`src/rtl/wptr_full_ctrl.sv`:
```
// Write-side pointer/flag controller for an asynchronous FIFO: owns the binary and
// Gray write pointers, synchronises the read Gray pointer, and derives full/level/overflow.
module wptr_full_ctrl #(
  parameter int ADDRSIZE     = 4,
  parameter int AFULL_THRESH = 12,
  parameter int SYNC_STAGES  = 2
) (
  input  logic                wclk,
  input  logic                wrst,
  input  logic                winc,
  input  logic                wovf_clr,
  input  logic [ADDRSIZE:0]   rptr,
  output logic                wclken,
  output logic [ADDRSIZE-1:0] waddr,
  output logic [ADDRSIZE:0]   wptr,
  output logic                wfull,
  output logic                walmost_full,
  output logic [ADDRSIZE:0]   wlevel,
  output logic                woverflow
);

  localparam int PW = ADDRSIZE + 1;

  typedef logic [ADDRSIZE:0] ptr_t;

  ptr_t wbin_q, wbin_d;
  ptr_t wgray_q, wgray_d;
  ptr_t wlevel_q, wlevel_d;
  ptr_t sync_q [SYNC_STAGES];
  ptr_t sync_d [SYNC_STAGES];
  logic wfull_q, wfull_d;
  logic walmost_full_q, walmost_full_d;
  logic woverflow_q, woverflow_d;

  ptr_t wq_rptr;
  ptr_t rbin_sync;
  ptr_t full_pattern;

  function automatic ptr_t gray2bin(input ptr_t g);
    ptr_t b;
    b[ADDRSIZE] = g[ADDRSIZE];
    for (int i = ADDRSIZE - 1; i >= 0; i--) begin
      b[i] = b[i+1] ^ g[i];
    end
    return b;
  endfunction

  // Plain shift register: no logic between stages so each stage only ever sees
  // a single-bit Gray transition from the read domain.
  always_comb begin
    sync_d[0] = rptr;
    for (int i = 1; i < SYNC_STAGES; i++) begin
      sync_d[i] = sync_q[i-1];
    end
  end

  assign wq_rptr      = sync_q[SYNC_STAGES-1];
  assign rbin_sync    = gray2bin(wq_rptr);
  // Full when the write pointer has lapped the read pointer exactly once.
  assign full_pattern = {~wq_rptr[ADDRSIZE:ADDRSIZE-1], wq_rptr[ADDRSIZE-2:0]};

  // NOTE: every signal written here gets a default first so no latch is inferred.
  always_comb begin
    wclken         = winc & ~wfull_q;
    wbin_d         = wbin_q + {{ADDRSIZE{1'b0}}, wclken};
    wgray_d        = wbin_d ^ (wbin_d >> 1);
    wfull_d        = (wgray_d == full_pattern);
    wlevel_d       = wbin_d - rbin_sync;
    walmost_full_d = (wlevel_d >= PW'(AFULL_THRESH));
    woverflow_d    = woverflow_q;
    if (winc && wfull_q) begin
      woverflow_d = 1'b1;
    end else if (wovf_clr) begin
      woverflow_d = 1'b0;
    end
  end

  // NOTE: state registers use non-blocking assignments so all flops update together.
  always_ff @(posedge wclk) begin
    if (wrst) begin
      wbin_q         <= '0;
      wgray_q        <= '0;
      wlevel_q       <= '0;
      wfull_q        <= 1'b0;
      walmost_full_q <= 1'b0;
      woverflow_q    <= 1'b0;
      for (int i = 0; i < SYNC_STAGES; i++) begin
        sync_q[i] <= '0;
      end
    end else begin
      wbin_q         <= wbin_d;
      wgray_q        <= wgray_d;
      wlevel_q       <= wlevel_d;
      wfull_q        <= wfull_d;
      walmost_full_q <= walmost_full_d;
      woverflow_q    <= woverflow_d;
      for (int i = 0; i < SYNC_STAGES; i++) begin
        sync_q[i] <= sync_d[i];
      end
    end
  end

  assign waddr        = wbin_q[ADDRSIZE-1:0];
  assign wptr         = wgray_q;
  assign wfull        = wfull_q;
  assign walmost_full = walmost_full_q;
  assign wlevel       = wlevel_q;
  assign woverflow    = woverflow_q;

endmodule
```
`config.mk`:
```
export PLATFORM = sky130hd
export DESIGN_NAME = wptr_full_ctrl
export DESIGN_NICKNAME = d
export VERILOG_FILES = /design/src/rtl/wptr_full_ctrl.sv
export SDC_FILE = /design/constraint.sdc
export NUM_CORES = 1
export LEC_CHECK = 0
export ABC_CLOCK_PERIOD_IN_PS = 3060
export CAP_MARGIN = 20
export CORE_MARGIN = 2
export CORE_UTILIZATION = 40
export CTS_CLUSTER_DIAMETER = 200
export DETAILED_ROUTE_END_ITERATION = 12
export PLACE_DENSITY = 0.75
export SYNTH_ARGS = -nofsm -noshare
export SYNTH_HDL_FRONTEND = slang
export SYNTH_SLANG_ARGS = --single-unit
```
`constraint.sdc`:
```
create_clock -name wclk -period 3.06 [get_ports wclk]
set_input_delay 0.918 -clock wclk [delete_from_list [all_inputs] [get_ports wclk]]
set_output_delay 0.918 -clock wclk [all_outputs]
set_load 0.1 [all_outputs]
```
# Yosys cells after proc, flatten, opt, wreduce, memory -nomap -nowiden
# Memories as Yosys holds them, arrays and structs flattened.
# Index checks and enable logic that the tools add are counted.
dict set report classes {
  n_addsub 2
  n_lt_le_gt_ge 1
  eq_ne 1
  muxes 7
  n_bitwise 10
  n_reduce_logical 2
}
# op n
set op_table {}
lappend op_table {{two-way mux 5 bit} 2}
lappend op_table {{adder 5 x 1 -> 5 bit} 1}
lappend op_table {{== test 5 bit} 1}
lappend op_table {{greater-or-equal comparator 5 x 4 -> 1 bit, second input constant} 1}
lappend op_table {{two-way mux 1 bit} 5}
lappend op_table {{subtractor 5 bit} 1}
lappend op_table {{bitwise XOR 5 x 4 -> 5 bit} 1}
lappend op_table {{bitwise XOR 1 bit} 4}
lappend op_table {{NOT 2 bit} 1}
lappend op_table {{OR 1 bit} 2}
lappend op_table {{nonzero test 2 bit} 1}
lappend op_table {{AND 1 bit} 1}
lappend op_table {{logical AND 1 bit} 1}
lappend op_table {{NOT 1 bit} 1}
dict set report word_totals {
  regBits 18
  mem_bits_rw 10
  in_bits 9
  n_memories 1
}
# name words word_bits rd rd_clocked_by_memory_dff wr line_no
set memory_table {}
lappend memory_table {sync_q 2 5 2 0 2 29} ;# ptr_t sync_q [SYNC_STAGES];

# Logic depth before layout (Yosys ltp)
# Gate-level depths: netlist of the first run.
dict set report depth {
  word_depth 6
  ltp_mapped 11
  ltp_nobuf 11
}

# Least setup slack after synthesis of the first run
# No wires, ideal clock.
dict set report synth_path {
  path_kind {input -> register}
  start {input winc}
  end {register walmost_full_q, in the netlist walmost_full}
  arrival_ps 4221
  setup_slack_ps -1275
  cell_stages 10
  path_buffers 0
  cell_sequence {nor2b_1 -> ha_1 -> ha_1 -> xor2_2 -> ha_1 -> nor2b_1 -> o21ai_0 -> a21o_1 -> a21oi_1 -> a21o_1}
}
dict set report synth_between {
  elab_chain_cells 4
}
# item line_no
set synth_rtl {}
lappend synth_rtl {{start: declaration} 10} ;# input logic winc,
lappend synth_rtl {{AND 1 bit} 64} ;# wclken = winc & ~wfull_q;
lappend synth_rtl {{adder 5 x 1 -> 5 bit} 65} ;# wbin_d = wbin_q + {{ADDRSIZE{1'b0}}, wclken};
lappend synth_rtl {{named net wbin_d[2]} 26} ;# ptr_t wbin_q, wbin_d;
lappend synth_rtl {{subtractor 5 bit} 68} ;# wlevel_d = wbin_d - rbin_sync;
lappend synth_rtl {{greater-or-equal comparator 5 x 4 -> 1 bit} 69} ;# walmost_full_d = (wlevel_d >= PW'(AFULL_THRESH));
lappend synth_rtl {{end signal: assignment} 95} ;# walmost_full_q <= walmost_full_d;
lappend synth_rtl {{end: declaration} 32} ;# logic walmost_full_q, walmost_full_d;
# The timed path passes the listed nets, and every way through them passes these cells.
# A chain may end at the register's enable or synchronous reset.

# Worst setup path after layout of the first run
# Same ends and word-level chain as after synthesis.

==> flow_metrics.env, run 1 <==
export IMPL_rows=19
export IMPL_place_area_sq_mm=0.00151
export IMPL_fill_cells=241
export IMPL_ys_types=24
export IMPL_dpl_worst_slack_ns=-0.0995
export IMPL_final_area_sq_mm=0.00153
export IMPL_post_route_min_period_ns=2.82
export IMPL_gp_congestion=0.805
export IMPL_yosysTopAreaCell="dfxtp_1"
export IMPL_yosys_warnings=0
export IMPL_path_clk_slew_ns=0.13
export IMPL_postCtsSetupRepairBufs=0
export IMPL_postSynthAreaPerCell_sq_um=10.1
export IMPL_critical_path_required_ns=3.33
export IMPL_skew_ns=0.00470
export IMPL_crit_chain="clkdlybuf4s50_1 > nor2b_4 > ha_4 > inv_1 > ha_1 > fa_1 > nor2b_4 > o21ai_2 > a21o_1 > a21oi_2 > a21o_1"
export IMPL_path_class="primary input to register"
export IMPL_antenna_found_initial=0
export IMPL_critPathLaunchType="primary input"
export IMPL_syn_num_nets=127
export IMPL_synth_edf_count=0
export IMPL_slowest_delay_ns=0.45
export IMPL_worst_slack_ns=0.235
export IMPL_grt_pass1_wl_mm=3.51
export IMPL_cts_tree="built"
export IMPL_grt_max_degree=15
export IMPL_synth_top_area_frac=0.482
export IMPL_totalWireLength_mm=1.93
export IMPL_drt_pass1_iterations=4
export IMPL_pin_count=27
export IMPL_synthCells=111
export IMPL_final_max_slew_violation_count=0
export IMPL_track_usage=0.138
export IMPL_worst_path_buf_inv=2
export IMPL_num_antenna_cells=0
export IMPL_worstPathMaxFanout=2
export IMPL_cts_resized=0
export IMPL_synthTopCellsByArea="dfxtp_1 (48%), xnor2_1 (9.4%), nor2b_1 (8.9%), ha_1 (6.7%), xor2_1 (4.7%)"
export IMPL_yosysMostFrequentCell="dfxtp_1"
export IMPL_async_flop_share=0
export IMPL_dieHeight_um=56.9
export IMPL_grt_pass1_vias=785
export IMPL_tightest_slew_ns=0.490
export IMPL_critPathCaptureType="register"
export IMPL_die_w_um=56.9
export IMPL_p_per_area_mw_per_mm2=596
export IMPL_vdd_drop_max_v=0.000517
export IMPL_antenna_left=0
export IMPL_hpwlAfterDp_mm=1.53
export IMPL_synth_common_cells="dfxtp_1 (27), nor2b_1 (16), xnor2_1 (12)"
export IMPL_dieArea_sq_mm=0.00324
export IMPL_clock_path_buffers=2
export IMPL_core_sq_mm=0.00271
export IMPL_final_setup_viol_count=0
export IMPL_io_buffer_count=26
export IMPL_start_util=0.414
export IMPL_dr_first_iter_drc_count=6
export IMPL_final_nets=163
export IMPL_synth_ff_type="dfxtp_1"
export IMPL_final_layout_size_suffix_gt1_frac=0.260
export IMPL_slew_headroom=0.672
export IMPL_status="finished, final reports clean"
export IMPL_vias_per_cell=4.62
export IMPL_rsz0062_at_grt="no"
export IMPL_cts_buffers=3
export IMPL_worstHoldPathType="register to register"
export IMPL_clk_latency_ns=0.32
export IMPL_cts_htree_levels=1
export IMPL_syn2layout_area_growth_pct=36.8
export IMPL_crit_path_top_delay_cell="fa_1"
export IMPL_fmax_mhz=354
export IMPL_route_detailed_drc=0
export IMPL_routed_via_count=817
export IMPL_hold_viol=0
export IMPL_synth_seq_area_share=0.482
export IMPL_cts_hold_buf=0
export IMPL_finalCritPeriodShare=0.923
export IMPL_p_leak_nw=0.691
export IMPL_ys_ff_latch=27
export IMPL_final_util=0.566
export IMPL_post_drt_wl_per_cell_um=10.9
export IMPL_netlist_area_sq_mm=0.00112
export IMPL_critPathTopFamily="adder cells"
export IMPL_root_buffer="clkbuf_4"
export IMPL_arrival_ns=3.10
export IMPL_maxCapViolations=0
export IMPL_overflow=0
export IMPL_clock_sinks=27
-- registers in the layout, summed over array words and instances (netlist names) --
register,count
sync_q,10
wbin_q,5
wlevel,5
wfull,1
walmost_full,1
woverflow,1
wptr,4
-- layout make-up --
| cell class | count | area [sq um] | share of cell area |
|---|---|---|---|
| inverters | 5 | 18.8 | 0.0122 |
| flip-flops and latches | 27 | 541 | 0.352 |
| clock buffers | 4 | 26.3 | 0.0171 |
| multi-input cells | 76 | 622 | 0.405 |
| repair buffers | 34 | 288 | 0.188 |
| well taps | 31 | 38.8 | 0.0253 |
-- cells in the final DEF (no fill, tap or decap), types with 2 or more instances in the layout --
cell type        count
nand3_1              3
xnor2_1             12
nand2_1              3
nor2b_4              2
inv_1                5
ha_1                 3
nor2_1              11
a21o_1               3
a21oi_1              2
ha_4                 3
buf_4               25
xor2_1               6
nor2b_1             14
clkdlybuf4s50_1      8
clkbuf_4             3
nor3_1               2
dfxtp_1             27
-- cell families (layout without fill, tap and decap cells) --
group	after synthesis	count (layout)	share of synthesized area
adder cells (fa/ha/maj)	7	7	0.0848
AND/OR/NAND/NOR	39	39	0.181
buffers and inverters	8	43	0.0268
XOR/XNOR	19	19	0.155
flip-flops	27	27	0.482
AO/OA/AOI/OAI	11	11	0.0703
-- path summary, 6_finish.rpt --
| path | startpoint | end | slack (ns) | cells past startpoint |
|---|---|---|---|---|
| worst max-delay path | winc | walmost_full | 0.24 | 11 |
| worst min-delay path | sync_q[0][0] | sync_q[0][5] | 0.45 | 1 |
| worst max register to register | sync_q[0][9] | walmost_full | 0.39 | 11 |
| worst min register to register | sync_q[0][0] | sync_q[0][5] | 0.45 | 1 |
-- through the flow --
step	hold WS, ns	instances	power, mW	TNS (ns)
after floorplan	0.414	111	0.697	-0.0122
after global placement	0.419	173	0.772	-0.0332
after detailed placement	0.423	173	0.774	-0.148
after CTS	0.456	177	0.927	0
after global routing	0.464	177	0.966	0
final	0.451	177	0.914	0
-- power breakdown --
group | internal, mW | total, mW | switching, mW
logic | 0.111 | 0.369 | 0.258
registers | 0.382 | 0.396 | 0.0137
clock network | 0.0510 | 0.150 | 0.0986
total | 0.544 | 0.914 | 0.370
-- metal layers --
metal | wire length [um] | track usage | share of wire
met1 | 892 | 0.174 | 0.46
met2 | 869 | 0.227 | 0.45
met3 | 131 | 0.0227 | 0.068
met4 | 40 | 0.0731 | 0.021
met5 | 0 | 0 | 0
No activity file was read; power rests on OpenSTA's default activity.
==> inputs of run 2 (changes only) <==
--- a/config.mk
+++ b/config.mk
@@ -7,11 +7,13 @@
 export LEC_CHECK = 0
 export ABC_CLOCK_PERIOD_IN_PS = 3060
 export CAP_MARGIN = 20
+export CORE_ASPECT_RATIO = 2
 export CORE_MARGIN = 2
 export CORE_UTILIZATION = 40
 export CTS_CLUSTER_DIAMETER = 200
 export DETAILED_ROUTE_END_ITERATION = 12
 export PLACE_DENSITY = 0.75
+export SLEW_MARGIN = 0
 export SYNTH_ARGS = -nofsm -noshare
 export SYNTH_HDL_FRONTEND = slang
 export SYNTH_SLANG_ARGS = --single-unit
==> run 2 against run 1 <==
Non-clock buffer count unchanged. Clock skew down 0.0022 ns. Via count up 4.8%. Flip-flop and latch count unchanged. Fmax down 1.3%. Die area up 0.80%. Register-to-register slack worse by 0.07 ns. Worst hold slack worse by 0.0056 ns. Utilization up 0.76 points. Sequential power about the same.
==> flow_metrics.env, run 2 (synthesis results as in run 1) <==
export IMPL_final_setup_viol_count=0
export IMPL_dieHeight_um=78.9
export IMPL_min_to="sync_q[0][7]"
export IMPL_use_met3=0.0318
export IMPL_fmax_mhz=349
export IMPL_num_antenna_cells=0
export IMPL_vias_per_cell=4.89
export IMPL_antenna_left=0
export IMPL_skew_ns=0.00247
export IMPL_arrival_ns=3.08
export IMPL_clock_sinks=27
export IMPL_die_w_um=41.4
export IMPL_vdd_drop_max_v=0.000593
export IMPL_final_max_slew_violation_count=0
export IMPL_post_route_min_period_ns=2.86
export IMPL_totalWireLength_mm=2.12
export IMPL_grt_pass1_wl_mm=3.74
export IMPL_setup_tns_ns=0
export IMPL_track_usage=0.149
export IMPL_maxCapViolations=0
export IMPL_busiest_layer="met2"
export IMPL_min_path_cells=1
export IMPL_routed_via_count=856
export IMPL_critPathCaptureType="register"
export IMPL_finalCritPeriodShare=0.935
export IMPL_worstHoldPathType="register to register"
export IMPL_worstReg2RegStart="sync_q[0][9]"
export IMPL_start_util=0.415
export IMPL_antenna_found_initial=0
export IMPL_final_area_sq_mm=0.00155
export IMPL_grt_max_degree=16
export IMPL_cts_hold_buf=0
export IMPL_r2r_slack_ns=0.32
export IMPL_cts_tree="built"
export IMPL_min_from="sync_q[0][2]"
export IMPL_rsz0062_at_grt="no"
export IMPL_gr_usage_met2=0.281
export IMPL_gp_congestion=0.752
export IMPL_dr_first_iter_drc_count=8
export IMPL_postCtsSetupRepairBufs=0
export IMPL_overflow=0
export IMPL_p_per_area_mw_per_mm2=624
export IMPL_worstPathMaxFanout=2
export IMPL_r2r_end="walmost_full"
export IMPL_whs_ns=0.446
export IMPL_path_clk_slew_ns=0.09
export IMPL_largest_reg_flops=10
export IMPL_p_leak_nw=0.699
export IMPL_layout_commonest_cell="dfxtp_1"
export IMPL_hpwlAfterDp_mm=1.73
export IMPL_post_drt_wl_per_cell_um=12.1
export IMPL_core_sq_mm=0.00270
export IMPL_final_layout_size_suffix_gt1_frac=0.260
export IMPL_route_detailed_drc=0
export IMPL_status="finished, final reports clean"
export IMPL_path_class="primary input to register"
export IMPL_slew_headroom=0.667
export IMPL_dieArea_sq_mm=0.00327
export IMPL_cts_resized=0
export IMPL_tightest_slew_ns=0.498
export IMPL_pin_count=27
export IMPL_rows=27
export IMPL_root_buffer="clkbuf_8"
export IMPL_critical_path_required_ns=3.28
export IMPL_clock_path_buffers=2
export IMPL_critPathLaunchType="primary input"
export IMPL_place_area_sq_mm=0.00151
export IMPL_layout_common_cells="dfxtp_1 (27), buf_4 (25), nor2b_1 (14)"
export IMPL_regMostFlops="sync_q"
export IMPL_grt_pass1_vias=877
export IMPL_final_util=0.574
export IMPL_cts_htree_levels=1
export IMPL_hold_viol=0
export IMPL_grt_use_met1=0.136
export IMPL_reg2reg_depth=11
export IMPL_power_uw=968
export IMPL_clk_latency_ns=0.27
export IMPL_io_buffer_count=26
export IMPL_final_nets=163
export IMPL_syn2layout_area_growth_pct=38.3
export IMPL_cts_buffers=3
export IMPL_drt_pass1_iterations=4
## run 2: layout make-up
type	instances	area, sq um
multi-input combinational	76	622
timing repair buffer	34	288
clock buffer	4	45.0
tap	29	36.3
fill	256	1150
inverter	5	18.8
sequential	27	541
## run 2: routing by layer
metal | routed length (um) | vias to the layer above
li1 | - | 424
met1 | 731 | 397
met2 | 1210 | 27
met3 | 99 | 8
met4 | 76 | 0
met5 | 0 | -
## run 2: worst max path at each step
stage | from | endpoint | slack (ns) | cells past startpoint
after floorplan | winc | walmost_full | -0.01 | 10
after global placement | winc | walmost_full | -0.03 | 11
after detailed placement | winc | walmost_full | -0.10 | 11
after CTS | winc | walmost_full | 0.19 | 11
after global routing | winc | walmost_full | 0.09 | 11
final | winc | walmost_full | 0.20 | 11
## run 2: through the flow
| step | cells | setup WS, ns |
|---|---|---|
| after floorplan | 111 | -0.0122 |
| after global placement | 171 | -0.0268 |
| after detailed placement | 171 | -0.100 |
| after CTS | 175 | 0.189 |
| after global routing | 175 | 0.0854 |
| final | 175 | 0.198 |
## run 2: critical path, cell delays in order
cell and delay (ns):
clkdlybuf4s50_1 0.42, nor2b_4 0.15, ha_4 0.26, inv_1 0.04, ha_1 0.22, fa_1 0.46
nor2b_4 0.15, o21ai_2 0.08, a21o_1 0.17, a21oi_2 0.13, a21o_1 0.10
## run 2: power breakdown
| part | switching, mW | internal (mW) |
|---|---|---|
| clock network | 0.104 | 0.0932 |
| registers | 0.0129 | 0.382 |
| logic | 0.263 | 0.112 |
